==> config.mk <==
export PLATFORM = sky130hd
export DESIGN_NAME = sigmoid_pipe
export DESIGN_NICKNAME = d
export VERILOG_FILES = /design/src/rtl/sigmoid_pipe.sv
export SDC_FILE = /design/constraint.sdc
export NUM_CORES = 1
export LEC_CHECK = 0
export BUFFER_PORTS_ARGS = -buffer_cell sky130_fd_sc_hd__buf_2
export CAP_MARGIN = 25
export CORE_MARGIN = 2
export CORE_UTILIZATION = 31
export DETAILED_ROUTE_END_ITERATION = 16
export HOLD_SLACK_MARGIN = 0.06
export PLACE_DENSITY_LB_ADDON = 0.2
export SYNTH_ARGS = -nofsm -noshare
export SYNTH_HDL_FRONTEND = slang
export SYNTH_SLANG_ARGS = --single-unit
==> constraint.sdc <==
create_clock -name clk -period 1.8 [get_ports clk]
set_input_delay 0.09 -clock clk [delete_from_list [all_inputs] [get_ports clk]]
set_output_delay 0.09 -clock clk [all_outputs]
set_load 0.03 [all_outputs]
==> src/rtl/sigmoid_pipe.sv <==
// -----------------------------------------------------------------------------
// sigmoid_pipe
// Three-stage piecewise-linear (PLAN) sigmoid activation stage. It takes the
// signed Q8.8 pre-activation sum from the ALU array and returns the unsigned
// Q8.8 activation (0..256) to the write-back path.
//
//   Stage 1: sign, saturated magnitude, region select
//   Stage 2: magnitude result y (piecewise-linear segment, floor shifts)
//   Stage 3: reflect around 0.5 for negative inputs, registered outputs
//
// Ports:
//   clk        in   system clock, rising edge
//   rst_n      in   asynchronous active-low reset
//   in_data    in   [15:0] signed Q8.8 pre-activation
//   in_valid   in   in_data valid
//   in_ready   out  block accepts in_data this cycle (combinational from out_ready)
//   out_data   out  [15:0] unsigned Q8.8 sigmoid result, 0..256
//   out_valid  out  out_data valid
//   out_ready  in   consumer accepts out_data
//   busy       out  any pipeline stage holds a valid sample
//   deriv_out  out  [15:0] unsigned Q8.8 derivative y*(256-y)>>8
//                   (present only when SIGMOID_DERIV_EN is defined)
//
// Optional feature macro: SIGMOID_DERIV_EN
// -----------------------------------------------------------------------------
module sigmoid_pipe #(
    parameter int DATA_W = 16,
    parameter int SAT_HI = 1280,
    parameter int MID_HI = 608,
    parameter int LIN_HI = 256
) (
    input  logic              clk,
    input  logic              rst_n,
    input  logic [DATA_W-1:0] in_data,
    input  logic              in_valid,
    output logic              in_ready,
    output logic [DATA_W-1:0] out_data,
    output logic              out_valid,
    input  logic              out_ready,
`ifdef SIGMOID_DERIV_EN
    output logic [DATA_W-1:0] deriv_out,
`endif
    output logic              busy
);

    localparam logic [15:0] L_SAT = SAT_HI[15:0];
    localparam logic [15:0] L_MID = MID_HI[15:0];
    localparam logic [15:0] L_LIN = LIN_HI[15:0];

    // Region encoding: 0 = R1 (linear core) ... 3 = R4 (saturated)
    localparam logic [1:0] REG_R1 = 2'd0;
    localparam logic [1:0] REG_R2 = 2'd1;
    localparam logic [1:0] REG_R3 = 2'd2;
    localparam logic [1:0] REG_R4 = 2'd3;

    logic        w_adv;
    logic [15:0] w_neg;
    logic [15:0] w_mag;
    logic [1:0]  w_region;
    logic [15:0] w_y_wide;
    logic [8:0]  w_refl;

    logic        r_v1;
    logic        r_sign1;
    logic [14:0] r_mag1;
    logic [1:0]  r_reg1;

    logic        r_v2;
    logic        r_sign2;
    logic [8:0]  r_y2;

    logic        r_v3;
    logic [15:0] r_out;

    // Whole pipeline moves together whenever the output slot is free or draining
    assign w_adv     = !r_v3 || out_ready;
    assign in_ready  = w_adv;
    assign out_valid = r_v3;
    assign out_data  = r_out;
    assign busy      = r_v1 || r_v2 || r_v3;
    assign w_neg     = 16'd0 - in_data;

    // Stage 1 combinational: saturated magnitude (-32768 has no positive twin)
    always_comb begin
        w_mag = in_data;
        if (in_data == 16'h8000) begin
            w_mag = 16'h7FFF;
        end else if (in_data[15]) begin
            w_mag = w_neg;
        end else begin
            w_mag = in_data;
        end
    end

    // Stage 1 combinational: region select, thresholds inclusive on the upper region
    always_comb begin
        w_region = REG_R1;
        if (w_mag >= L_SAT) begin
            w_region = REG_R4;
        end else if (w_mag >= L_MID) begin
            w_region = REG_R3;
        end else if (w_mag >= L_LIN) begin
            w_region = REG_R2;
        end else begin
            w_region = REG_R1;
        end
    end

    // Stage 1 registers: sign, magnitude, region
    always_ff @(posedge clk or negedge rst_n) begin
        if (!rst_n) begin
            r_v1    <= 1'b0;
            r_sign1 <= 1'b0;
            r_mag1  <= 15'd0;
            r_reg1  <= REG_R1;
        end else if (w_adv) begin
            r_v1    <= in_valid;
            r_sign1 <= in_data[15];
            r_mag1  <= w_mag[14:0];
            r_reg1  <= w_region;
        end
    end

    // Stage 2 combinational: per-region line segment; every result fits in 9 bits
    always_comb begin
        w_y_wide = 16'd0;
        case (r_reg1)
            REG_R1:  w_y_wide = ({1'b0, r_mag1} >> 2) + 16'd128;
            REG_R2:  w_y_wide = ({1'b0, r_mag1} >> 3) + 16'd160;
            REG_R3:  w_y_wide = ({1'b0, r_mag1} >> 5) + 16'd216;
            REG_R4:  w_y_wide = 16'd256;
            default: w_y_wide = 16'd256;
        endcase
    end

    // Stage 2 registers: magnitude result and carried sign
    always_ff @(posedge clk or negedge rst_n) begin
        if (!rst_n) begin
            r_v2    <= 1'b0;
            r_sign2 <= 1'b0;
            r_y2    <= 9'd0;
        end else if (w_adv) begin
            r_v2    <= r_v1;
            r_sign2 <= r_sign1;
            r_y2    <= w_y_wide[8:0];
        end
    end

    // Stage 3 combinational: sigmoid(-x) = 1 - sigmoid(x)
    always_comb begin
        w_refl = r_y2;
        if (r_sign2) begin
            w_refl = 9'd256 - r_y2;
        end else begin
            w_refl = r_y2;
        end
    end

    // Stage 3 registers: output slot
    always_ff @(posedge clk or negedge rst_n) begin
        if (!rst_n) begin
            r_v3  <= 1'b0;
            r_out <= 16'd0;
        end else if (w_adv) begin
            r_v3  <= r_v2;
            r_out <= {7'd0, w_refl};
        end
    end

`ifdef SIGMOID_DERIV_EN
    logic [17:0] w_prod;
    logic [15:0] r_deriv;

    // Derivative uses the unreflected y: y(256-y) is symmetric in the sign
    assign w_prod    = {9'd0, r_y2} * {9'd0, (9'd256 - r_y2)};
    assign deriv_out = r_deriv;

    // Stage 3 derivative register, same advance rule as out_data
    always_ff @(posedge clk or negedge rst_n) begin
        if (!rst_n) begin
            r_deriv <= 16'd0;
        end else if (w_adv) begin
            r_deriv <= {6'd0, w_prod[17:8]};
        end
    end
`endif

endmodule

== Word level (Yosys, flattened, before mapping) ==
Cells that the tools add are included.
Operators by class
  reduce and logical (&&, ||, !) cells: 5
  equal/unequal tests: 4
  $lt $le $gt $ge: 3
  add/sub/neg operators: 5
  mux-type cells: 7
Operators by type and width (number)
  $pmux 9 s4: 1
  $mux 16: 2
  $add 9x8->9 const B: 3
  $eq 16x16->1 const B: 1
  $ge 16x10->1 const B: 1
  $ge 16x11->1 const B: 1
  $ge 16x9->1 const B: 1
  $sub 1x16->16 const A: 1
  $mux 9: 1
  $sub 9x9->9 const A: 1
  $eq 2x2->1 const B: 2
  $mux 2: 2
  $logic_or 1x1->1: 3
  $eq 2x1->1 const B: 1
  $logic_not 2->1: 1
  $logic_not 1->1: 1
  $mux 1: 1
Storage, ports and cells
  word-level logic and storage cells: 33
  output and inout bits: 19
  bits of input ports: 20
  flip-flop bits (word level): 39

== Logic depth before layout (Yosys ltp) ==
Gate-level depths: netlist (run 1).
  depth in word-level cells: 7
  depth in mapped cells: 8
  depth with buffers taken out: 8

== Worst setup path after synthesis (run 1) ==
No wires, ideal clock.
  path type: in2reg
  from: input port in_data[6]
  to: register r_reg1[0]
  buffers on the path: 1
  arrival: 1767 ps
  required time: 1671 ps
  cell stages on the path: 7
  setup slack: -97 ps
  library setup time: 129 ps
  cells stage by stage: or4_1 buf_6 o41ai_4 mux2i_1 a221o_1 a211oi_2 a21oi_1
Between the ends
  longest elaborated chain between the ends: 7
  elaborated cells on any way between the ends: 10
  those cells by class: add/sub: 1; order compare: 3; eq/ne: 1; mux: 5
Ends and longest elaborated chain
  start, declared: RTL line 34  | input logic [DATA_W-1:0] in_data,
  $sub 1x16->16: RTL line 81  | assign w_neg = 16'd0 - in_data;
  $mux 16: RTL line 88  | end else if (in_data[15]) begin
  $mux 16 *: RTL line 86  | if (in_data == 16'h8000) begin
  $ge 16x9->1: RTL line 102  | end else if (w_mag >= L_LIN) begin
  $mux 1: RTL line 102
  $mux 2: RTL line 100  | end else if (w_mag >= L_MID) begin
  $mux 2 *: RTL line 98  | if (w_mag >= L_SAT) begin
  end signal, assigned: RTL line 120  | r_reg1 <= w_region;
  end, declared: RTL line 66  | logic [1:0] r_reg1;
Mark *: on every way between the ends. The rest lies on a longest branch, timed or not.
A chain may end at the register's enable or synchronous reset.

== Final worst setup path (run 1) ==
Ends and elaborated chain as after synthesis.

==> run metrics, run 1 <==
status=completed; num rows=31; dpl cells=~430; die area=just over 8000 sq um; Mean Syn Cell Area=approximately 8.6 sq um; M1 GR Usage=between 10% and 20%; CTS Buf Count=5; vias in the first global route=a little under 2000; routing usage on met3=under 10%; compound-gate portion of the synthesized area=around 20%; Worst-Margin Slew=roughly 0.8 ns; Cell Area, Placed=a little under 3000 sq um; proportion of layout cells with a drive suffix above 1=roughly 28%; max incr delay on CP=between 0.6 and 0.7 ns; Cell Area, Synth=roughly 2400 sq um; final-report max-slew violation count=0; Design Power=around 3.1 mW; WS Path Type=input pin to flop; CP max stage cell=or4_4; Post-Route WL=approximately 5000 microns; 1st-iter DRT viols=56; P&R area growth vs syn=30.78%; Remaining DRCs=0; crit path cell chain=buf_2 > or4_4 > o41ai_4 > mux2i_1 > a221o_1 > a211oi_2 > a21oi_1; Initial DRT Pass Iterations=4; setup tns final=0 ns; GR Overflow Total=0; Async SR Flop Fraction=100.0%; worst hold path type=input pin to flop; Initial Utilization=between 30 and 40%; largest fanout on the critical path=7; Synth top area share=between 30% and 40%; fmax=approximately 0.58 GHz; CTS sink count=37; xor-xnor portion of the synthesized cell area=about 8.6%; LEAKAGE=about 1.4 nW; Clock Tree Root=clkbuf_8; clock insertion delay at the later pin of the skew report=slightly below 0.3 ns; Hold Vio Cnt, Final=0; n_diodes=0; Finish-stage setup viols=0; Setup crit end kind=flop; GRT Overall Usage=around an eighth; cell area after layout=between 3000 and 4000 sq um; MaxCap Viol Count=0; Nets=368; largest net degree at the start of global routing=38; Routed Antenna Nets=0; IO Pins=39; CTS Buffer Depth=2; GR Util met2=between 20% and 30%; simple logic cell fraction of the synthesized area=between 10% and 20%; Synth Flop Type=dfrtp_1; Post-synth EDFFs=0; CTS tree=yes; Crit path arrival time=approximately 1.9 ns; Synthesis Warnings=0; dominant cell type by area after synthesis=dfrtp_1; Final Skew=0.006121 ns; Worst setup SP type=input pin; detail-routed via count per cell=roughly 4.6; most frequent cell after synthesis=nand2_1; Relative slew margins=between 40% and 50%; H-tree depth=2; CP required=around 2 ns; adder-cell share of the synthesized area=under 10%; CP Launch Point=in_data[6]; Die H=91.13 microns; Synth Register Bits=37; grt peak-use layer=met2; GPL Wtd Cong=about 0.79; mux share of post-synthesis cell area=roughly 1.3%; initial antenna violation count=0; core area=around 7300 sq um; register area share after synthesis=about two fifths; Critical path destination=r_reg1[0]; dpl hpwl=between 3000 and 4000 microns; post-route clock period utilization=a little over nine tenths; post-layout min period=about 1.7 ns; Cell Pwr Density=1017 nW/um^2; PortBufs=31; worst reg2reg path startpoint=r_mag1[9]; Clock transition at path regs=0.07 ns; first-pass GRT wire length=~9000 microns; via count=2025; hold slack=around 0.25 ns; Synth Instances=between 200 and 300; Register-to-Register Setup Slack=approximately 0.13 ns; r2r endpoint=r_y2[8]; largest family of logic cells by synthesized area=compound AO/OA/AOI/OAI gates; DR WL/cell=approximately 11 microns; top cells by area, synth=dfrtp_1, nand2_1, xor2_1; Synth cell types=44; Reg2Reg Depth=9; DIE WIDTH=91.13 microns; Max VDD drop=slightly above 300 uV; post-route insts no fill=440; commonest cells in the synthesized netlist=nand2_1, dfrtp_1, nor2_1
## metrics by stage
step                setup slack [ns]  util (%)
floorplan                   -0.01113         -
global placement             -0.1682     39.64
detailed placement           -0.2128     39.64
CTS                          0.01649     41.33
global route                -0.01270     42.21
finish                       0.07624     42.21
## cells in the final DEF (no fill, tap or decap), drive strengths merged
master        n
conb          7
nand2        39
a31oi        11
o211ai        1
clkinv        1
nor2         25
ha            7
nand3         2
or2           1
o21ai        20
nor4          3
buf          77
nor4b         1
and4b         1
nor2b        10
a221o         1
or3b          1
dfrtp        37
nor3b         1
o2111a        1
xnor2         7
dlygate4sd3   2
o21a          1
a41oi         1
xor2         16
clkbuf        5
mux2i         3
a211oi        3
a2111oi       1
a22oi         1
a21oi        20
inv          10
or4           3
o41ai         6
nand2b        4
a21o          1
bufinv        1
or3           3
nor4bb        1
o31ai         5
## state kept, by name, summed over array words and instances (netlist names), 2 cells and up
signal,count
r_y2,9
out_data,9
r_mag1,12
r_reg1,2
## metal layers
layer / wire length [microns] / up-vias
met5: 0 / -
met4: 83 / 0
met3: 157 / 8
met2: 2448 / 37
met1: 2335 / 913
li1: - / 1067
## critical path, delay by kind of cell
family	cells	cell delay (ns)
AOI/OAI and AO/OA	4	0.91
buffers and inverters	1	0.10
muxes	1	0.14
and+or+nand+nor	1	0.64
## final cells by class
type | instances | area [sq um]
repair buffers | 79 | 520.5
clock buffers | 5 | 68.82
clock inverters | 2 | 35.03
well taps | 99 | 123.9
flip-flops and latches | 37 | 925.9
inverters | 10 | 37.54
fillers | 786 | 4214
multi-input cells | 208 | 1366
## power by group
group          internal (mW)  switching [mW]  total [mW]  leakage, nW
Combinational          0.562           0.711        1.27        0.935
Clock                  0.402           0.275       0.677       0.0540
Sequential              1.03           0.149        1.18        0.450
## kinds of logic (layout without fill, tap and decap cells)
kind of cell / count (synthesis) / in the layout
AOI/OAI and AO/OA: 73 / 73
xor gates and xnor gates: 23 / 23
adders and majority gates: 7 / 7
buffers and inverters: 36 / 96
DFF: 37 / 37
muxes: 3 / 3
other: 1 / 7
and+or+nand+nor: 95 / 95
## how the worst min path moves through the flow
stage | startpoint | to | cells past startpoint
after floorplan | rst_n | out_data[0] | 0
after global placement | rst_n | out_data[8] | 1
after detailed placement | rst_n | out_data[7] | 1
after CTS | in_data[15] | r_sign1 | 3
after global routing | in_data[3] | r_mag1[3] | 4
final | in_data[1] | r_mag1[3] | 4
## timing repair
item,in CTS,in global routing
endpoints found under the hold margin,38,0
hold buffers,2,0
setup endpoints to repair,0,3
gates resized for setup,0,8
setup buffers,0,2
Note: power is estimated with default switching activity, not from simulation.
==> inputs of run 2 (changes only) <==
Settings changed: MAX_ROUTING_LAYER from default to met4.
==> run 2 against run 1 <==
- count of clock-buffer cells in the layout did not move
- final cell count is the same
- worst setup slack better by 0.00067 ns
- total power hardly changed
- non-clock buffer count unchanged
- hold slack about the same
- die area unchanged
- final area did not move
- register-to-register slack about the same
- flip-flop and latch count is the same
- sequential power about the same
==> run metrics, run 2 (synthesis results as in run 1) <==
status=completed; first-pass GRT wire length=8970 microns (about the same); Nets=368 (unchanged); clock insertion delay at the later pin of the skew report=0.29 ns (about the same); final-report max-slew violation count=0 (unchanged); GRT Overall Usage=13.51% (+0.37 points); most frequent cells in the layout=buf_4, nand2_1, dfrtp_1; IO Pins=39 (unchanged); Remaining DRCs=0 (unchanged); vias in the first global route=1978 (-0.10%); hold slack=0.2480 ns (-0.0004080 ns); post-route insts no fill=440 (unchanged); Finish-stage setup viols=0 (unchanged); DIE WIDTH=91.13 microns (unchanged); core area=7292 sq um (unchanged); Cell Pwr Density=1017 nW/um^2 (about the same); worst hold path type=input pin to flop; most common cell after layout, fill and taps aside=buf_4; fmax=0.5804 GHz (about the same); worst hold path stage count=4 (unchanged); Routed Antenna Nets=0 (unchanged); Register-to-Register Setup Slack=0.12 ns (about the same); Clock transition at path regs=0.07 ns (about the same); CP required=1.97 ns (about the same); PortBufs=31 (unchanged); max FFs per register=12 (unchanged); DR WL/cell=11.41 microns (about the same); P&R area growth vs syn=30.78% (unchanged); largest net degree at the start of global routing=38 (unchanged); Relative slew margins=45.42% (about the same); dpl cells=429 (unchanged); CTS tree=yes; Crit path arrival time=1.89 ns (about the same); GPL Wtd Cong=0.7974 (+1.4%); CTS sink count=37 (unchanged); dpl hpwl=3810 microns (unchanged); Top reg by flops=r_mag1; Setup crit end kind=flop; Initial Utilization=32.28% (unchanged); post-layout min period=1.723 ns (-0.0006675 ns); Clock Tree Root=clkbuf_8; Reg2Reg Depth=9 (unchanged); Hold Vio Cnt, Final=0 (unchanged); CTS Buf Count=5 (unchanged); MaxCap Viol Count=0 (unchanged); proportion of layout cells with a drive suffix above 1=28.45% (unchanged); initial antenna violation count=0 (unchanged); Max VDD drop=307.2 uV (about the same); largest fanout on the critical path=7 (unchanged); Post-Route WL=5021 microns (about the same); Worst-Margin Slew=0.8187 ns (+0.0002984 ns); Die H=91.13 microns (unchanged); WS Path Type=input pin to flop; CTS Buffer Depth=2 (unchanged); n_diodes=0 (unchanged); Final Skew=0.005989 ns (-0.0001327 ns); detail-routed via count per cell=4.605 (about the same); Worst setup SP type=input pin; GR Overflow Total=0 (unchanged); H-tree depth=2 (unchanged); Initial DRT Pass Iterations=4 (unchanged); post-route clock period utilization=95.73% (about the same); die area=8305 sq um (unchanged); num rows=31 (unchanged); 1st-iter DRT viols=52 (-7.1%); # fillers=786 (unchanged); via count=2026 (+0.049%); LEAKAGE=1.439 nW (unchanged)
## run 2: cell counts in the layout (fill, tap and decap cells not counted)
Identical to the previous run, type by type.
## run 2: what timing repair did
item                                    4_1_cts  5_1_grt
hold buffers                                  2        0
endpoints found under the hold margin        38        0
buffers inserted                              0        2
endpoints found under the setup margin        0        3
gates resized for setup                       0        8
## run 2: power breakdown
group | total (mW) | leakage (nW) | switching, mW | internal [mW]
clock | 0.678 | 0.0540 | 0.275 | 0.402
combinational | 1.27 | 0.935 | 0.712 | 0.562
sequential | 1.18 | 0.450 | 0.149 | 1.03
## run 2: area by class of cell
type / count / area (sq um) / share of cell area [%]
Inverter: 10 / 37.54 / 1.220
Tap cell: 99 / 123.9 / 4.024
Multi-Input combinational cell: 208 / 1366 / 44.39
Clock buffer: 5 / 68.82 / 2.236
Timing Repair Buffer: 79 / 520.5 / 16.91
Clock inverter: 2 / 35.03 / 1.138
Sequential cell: 37 / 925.9 / 30.08
## run 2: per-layer routing
metal / GRT usage (%) / up-vias / part of all wire, % / routed length [microns]
met5: - / - / 0 / 0
met4: 4.545 / 0 / 1.8 / 92
met3: 2.822 / 9 / 3.3 / 167
met2: 22.65 / 38 / 48 / 2428
met1: 16.18 / 911 / 46 / 2333
li1: - / 1068 / - / -
## run 2: through the flow
| stage | total power [mW] | worst slack [ns] | area, sq um | setup TNS (ns) | util, % |
|---|---|---|---|---|---|
| floorplan | 1.998 | -0.01113 | 2412 | -0.02192 | - |
| detailed placement | 2.432 | -0.2128 | 2890 | -0.4234 | 39.64 |
| CTS | 3.129 | 0.01649 | 3014 | 0 | 41.33 |
| finish | 3.131 | 0.07691 | 3078 | 0 | 42.21 |
| global route | 3.387 | -0.01276 | 3078 | -0.01644 | 42.21 |
| global placement | 2.416 | -0.1682 | 2890 | -0.3357 | 39.64 |
## run 2: final timing paths
kind | start | endpoint
min reg2reg | out_data[7] | out_data[7]
min | in_data[1] | r_mag1[3]
max in group asynchronous | rst_n | r_mag1[10]
max reg2reg | r_mag1[9] | r_y2[8]
min in group asynchronous | rst_n | out_data[4]
max | in_data[6] | r_reg1[0]
## run 2: critical path, stage by stage
cell and delay [ns]:
buf_2 0.10, or4_4 0.64, o41ai_4 0.33, mux2i_1 0.14, a221o_1 0.29, a211oi_2 0.19
a21oi_1 0.10
==> inputs of run 3 (changes only) <==
Settings changed: CORE_MARGIN 2 to 3.
==> run 3 against run 2 <==
- final cell count grew 0.91%
- final area grew 1.9%
- largest cell class unchanged
- clock skew grew 0.0012 ns
- highest routed layer unchanged
- largest power group unchanged
- register-to-register slack gained 0.02 ns
- worst setup slack gained 0.0039 ns
==> run metrics, run 3 (synthesis results as in run 1) <==
status=completed; Relative slew margins=44.92% (-0.50 points); final worst slack=0.08084 ns (+0.003938 ns); # fillers=782 (-0.51%); fmax=0.5817 GHz (+0.23%); Initial DRT Pass Iterations=4 (unchanged); Top reg by flops=r_mag1; most frequent cells in the layout=buf_4, nand2_1, dfrtp_1; proportion of layout cells with a drive suffix above 1=30.43% (+2.0 points); Clock Tree Root=clkbuf_8; num rows=31 (unchanged); hold slack=0.1965 ns (-0.05150 ns); Reg2Reg Depth=9 (unchanged); Clock transition at path regs=0.08 ns (about the same); Hold Vio Cnt, Final=0 (unchanged); Setup crit end kind=flop; setup tns final=0 ns (unchanged); post-layout min period=1.719 ns (-0.003938 ns); Cell Area, Placed=2898 sq um (+0.26%); final-report max-slew violation count=0 (unchanged); worst hold path type=input pin to flop; Reg area=925.9 sq um (unchanged); Remaining DRCs=0 (unchanged); max FFs per register=12 (unchanged); Die H=93.13 microns (+2.2%); die area=8673 sq um (+4.4%); CTS sink count=37 (unchanged); largest fanout on the critical path=6 (-1); CTS Buffer Depth=2 (unchanged); initial antenna violation count=0 (unchanged); Cell Pwr Density=1027 nW/um^2 (+0.98%); P&R area growth vs syn=33.23%; largest net degree at the start of global routing=38 (unchanged); dpl cells=430 (+0.23%); post-route core utilization=43.00% (+0.79 points); LEAKAGE=1.446 nW (+0.48%); Crit path arrival time=1.89 ns (about the same); detail-routed via count per cell=4.516 (-1.9%); 1st-iter DRT viols=41 (-21%); Final Skew=0.007215 ns (+0.001227 ns); CTS tree=yes; MaxCap Viol Count=0 (unchanged); CP required=1.97 ns (about the same); GPL Wtd Cong=0.7499 (-6.0%); Nets=371 (+0.82%); via count=2005 (-1.0%); Post-Place Setup Slack=-0.2123 ns (+0.0005710 ns); worst hold path stage count=4 (unchanged); post-route clock period utilization=95.51% (-0.22 points); RSZ-0062 raised after global routing=true; WS Path Type=input pin to flop; hold path endpoint=r_mag1[2]; r2r endpoint=r_y2[8]; Design Power=3.221 mW (+2.9%); H-tree depth=2 (unchanged); Register-to-Register Setup Slack=0.14 ns (+0.02 ns); DR WL/cell=11.27 microns (-1.2%); GRT Overall Usage=12.39% (-1.1 points); dpl hpwl=3838 microns (+0.73%); most common cell after layout, fill and taps aside=buf_4; Finish-stage setup viols=0 (unchanged); CTS Buf Count=5 (unchanged); area of the multi-input gates=1363 sq um (-0.27%); Initial Utilization=32.28% (unchanged); Hold Startpoint=in_data[2]; DIE WIDTH=93.13 microns (+2.2%); vias in the first global route=1930 (-2.4%); Worst-Margin Slew=0.8262 ns (+0.007486 ns); Routed Antenna Nets=0 (unchanged); Post-Route WL=5004 microns (-0.34%); cell area after layout=3136 sq um (+1.9%); Worst setup SP type=input pin; PortBufs=31 (unchanged); first-pass GRT wire length=8424 microns (-6.1%); n_diodes=0 (unchanged); worst reg2reg path startpoint=r_mag1[9]; Max VDD drop=314.5 uV (+2.4%); IO Pins=39 (unchanged); core area=7292 sq um (unchanged); GR Overflow Total=0 (unchanged); clock insertion delay at the later pin of the skew report=0.29 ns (about the same); post-route insts no fill=444 (+0.91%)
==> run 3: cell types whose count changed in the layout (fill, tap and decap cells not counted), moves of 2 or more <==
cell   change
buf_2      -3
ha_2       +3
ha_1       -3
buf_6      +4
buf_4      +2
==> run 3: critical path, stage by stage <==
cell      delay, ns
buf_6          0.09
or4_4          0.52
buf_6          0.15
o41ai_4        0.30
mux2i_2        0.11
a221o_1        0.28
a211oi_2       0.24
a21oi_1        0.10
==> run 3: worst max-delay path by stage <==
stage                     slack, ns       start   endpoint
after global placement        -0.16  in_data[6]  r_reg1[1]
after global routing         -0.005  in_data[2]  r_reg1[1]
after detailed placement      -0.21  in_data[6]  r_reg1[1]
after CTS                      0.03   r_mag1[9]    r_y2[8]
after floorplan               -0.01  in_data[6]  r_reg1[0]
final                          0.08  in_data[2]  r_reg1[1]
==> run 3: where the power goes <==
part,switching [mW],internal [mW]
logic,0.708,0.579
registers,0.154,1.03
clock network,0.300,0.450
total,1.16,2.06
==> run 3: final cells by class <==
type,instances,area share [%]
sequential,37,29.53
multi-input combinational,208,43.46
inverter,10,1.197
timing repair buffer,82,18.04
tap,99,3.951
clock inverter,2,1.197
clock buffer,6,2.634
==> run 3: per-layer routing <==
metal / share of wire [%] / up-vias / track usage, % / routed length (microns)
li1: - / 1074 / - / -
met1: 46 / 891 / 14.16 / 2310
met2: 49 / 34 / 21.66 / 2452
met3: 3.6 / 6 / 2.896 / 180
met4: 1.2 / 0 / 3.663 / 60
met5: 0 / - / - / 0
==> run 3: repair_timing <==
action | 4_1_cts | 5_1_grt
setup buffers | 1 | 3
hold buffers | 2 | 0
endpoints found under the hold margin | 38 | 0
pin swaps | 0 | 10
gates resized for setup | 1 | 14
endpoints found under the setup margin | 1 | 4
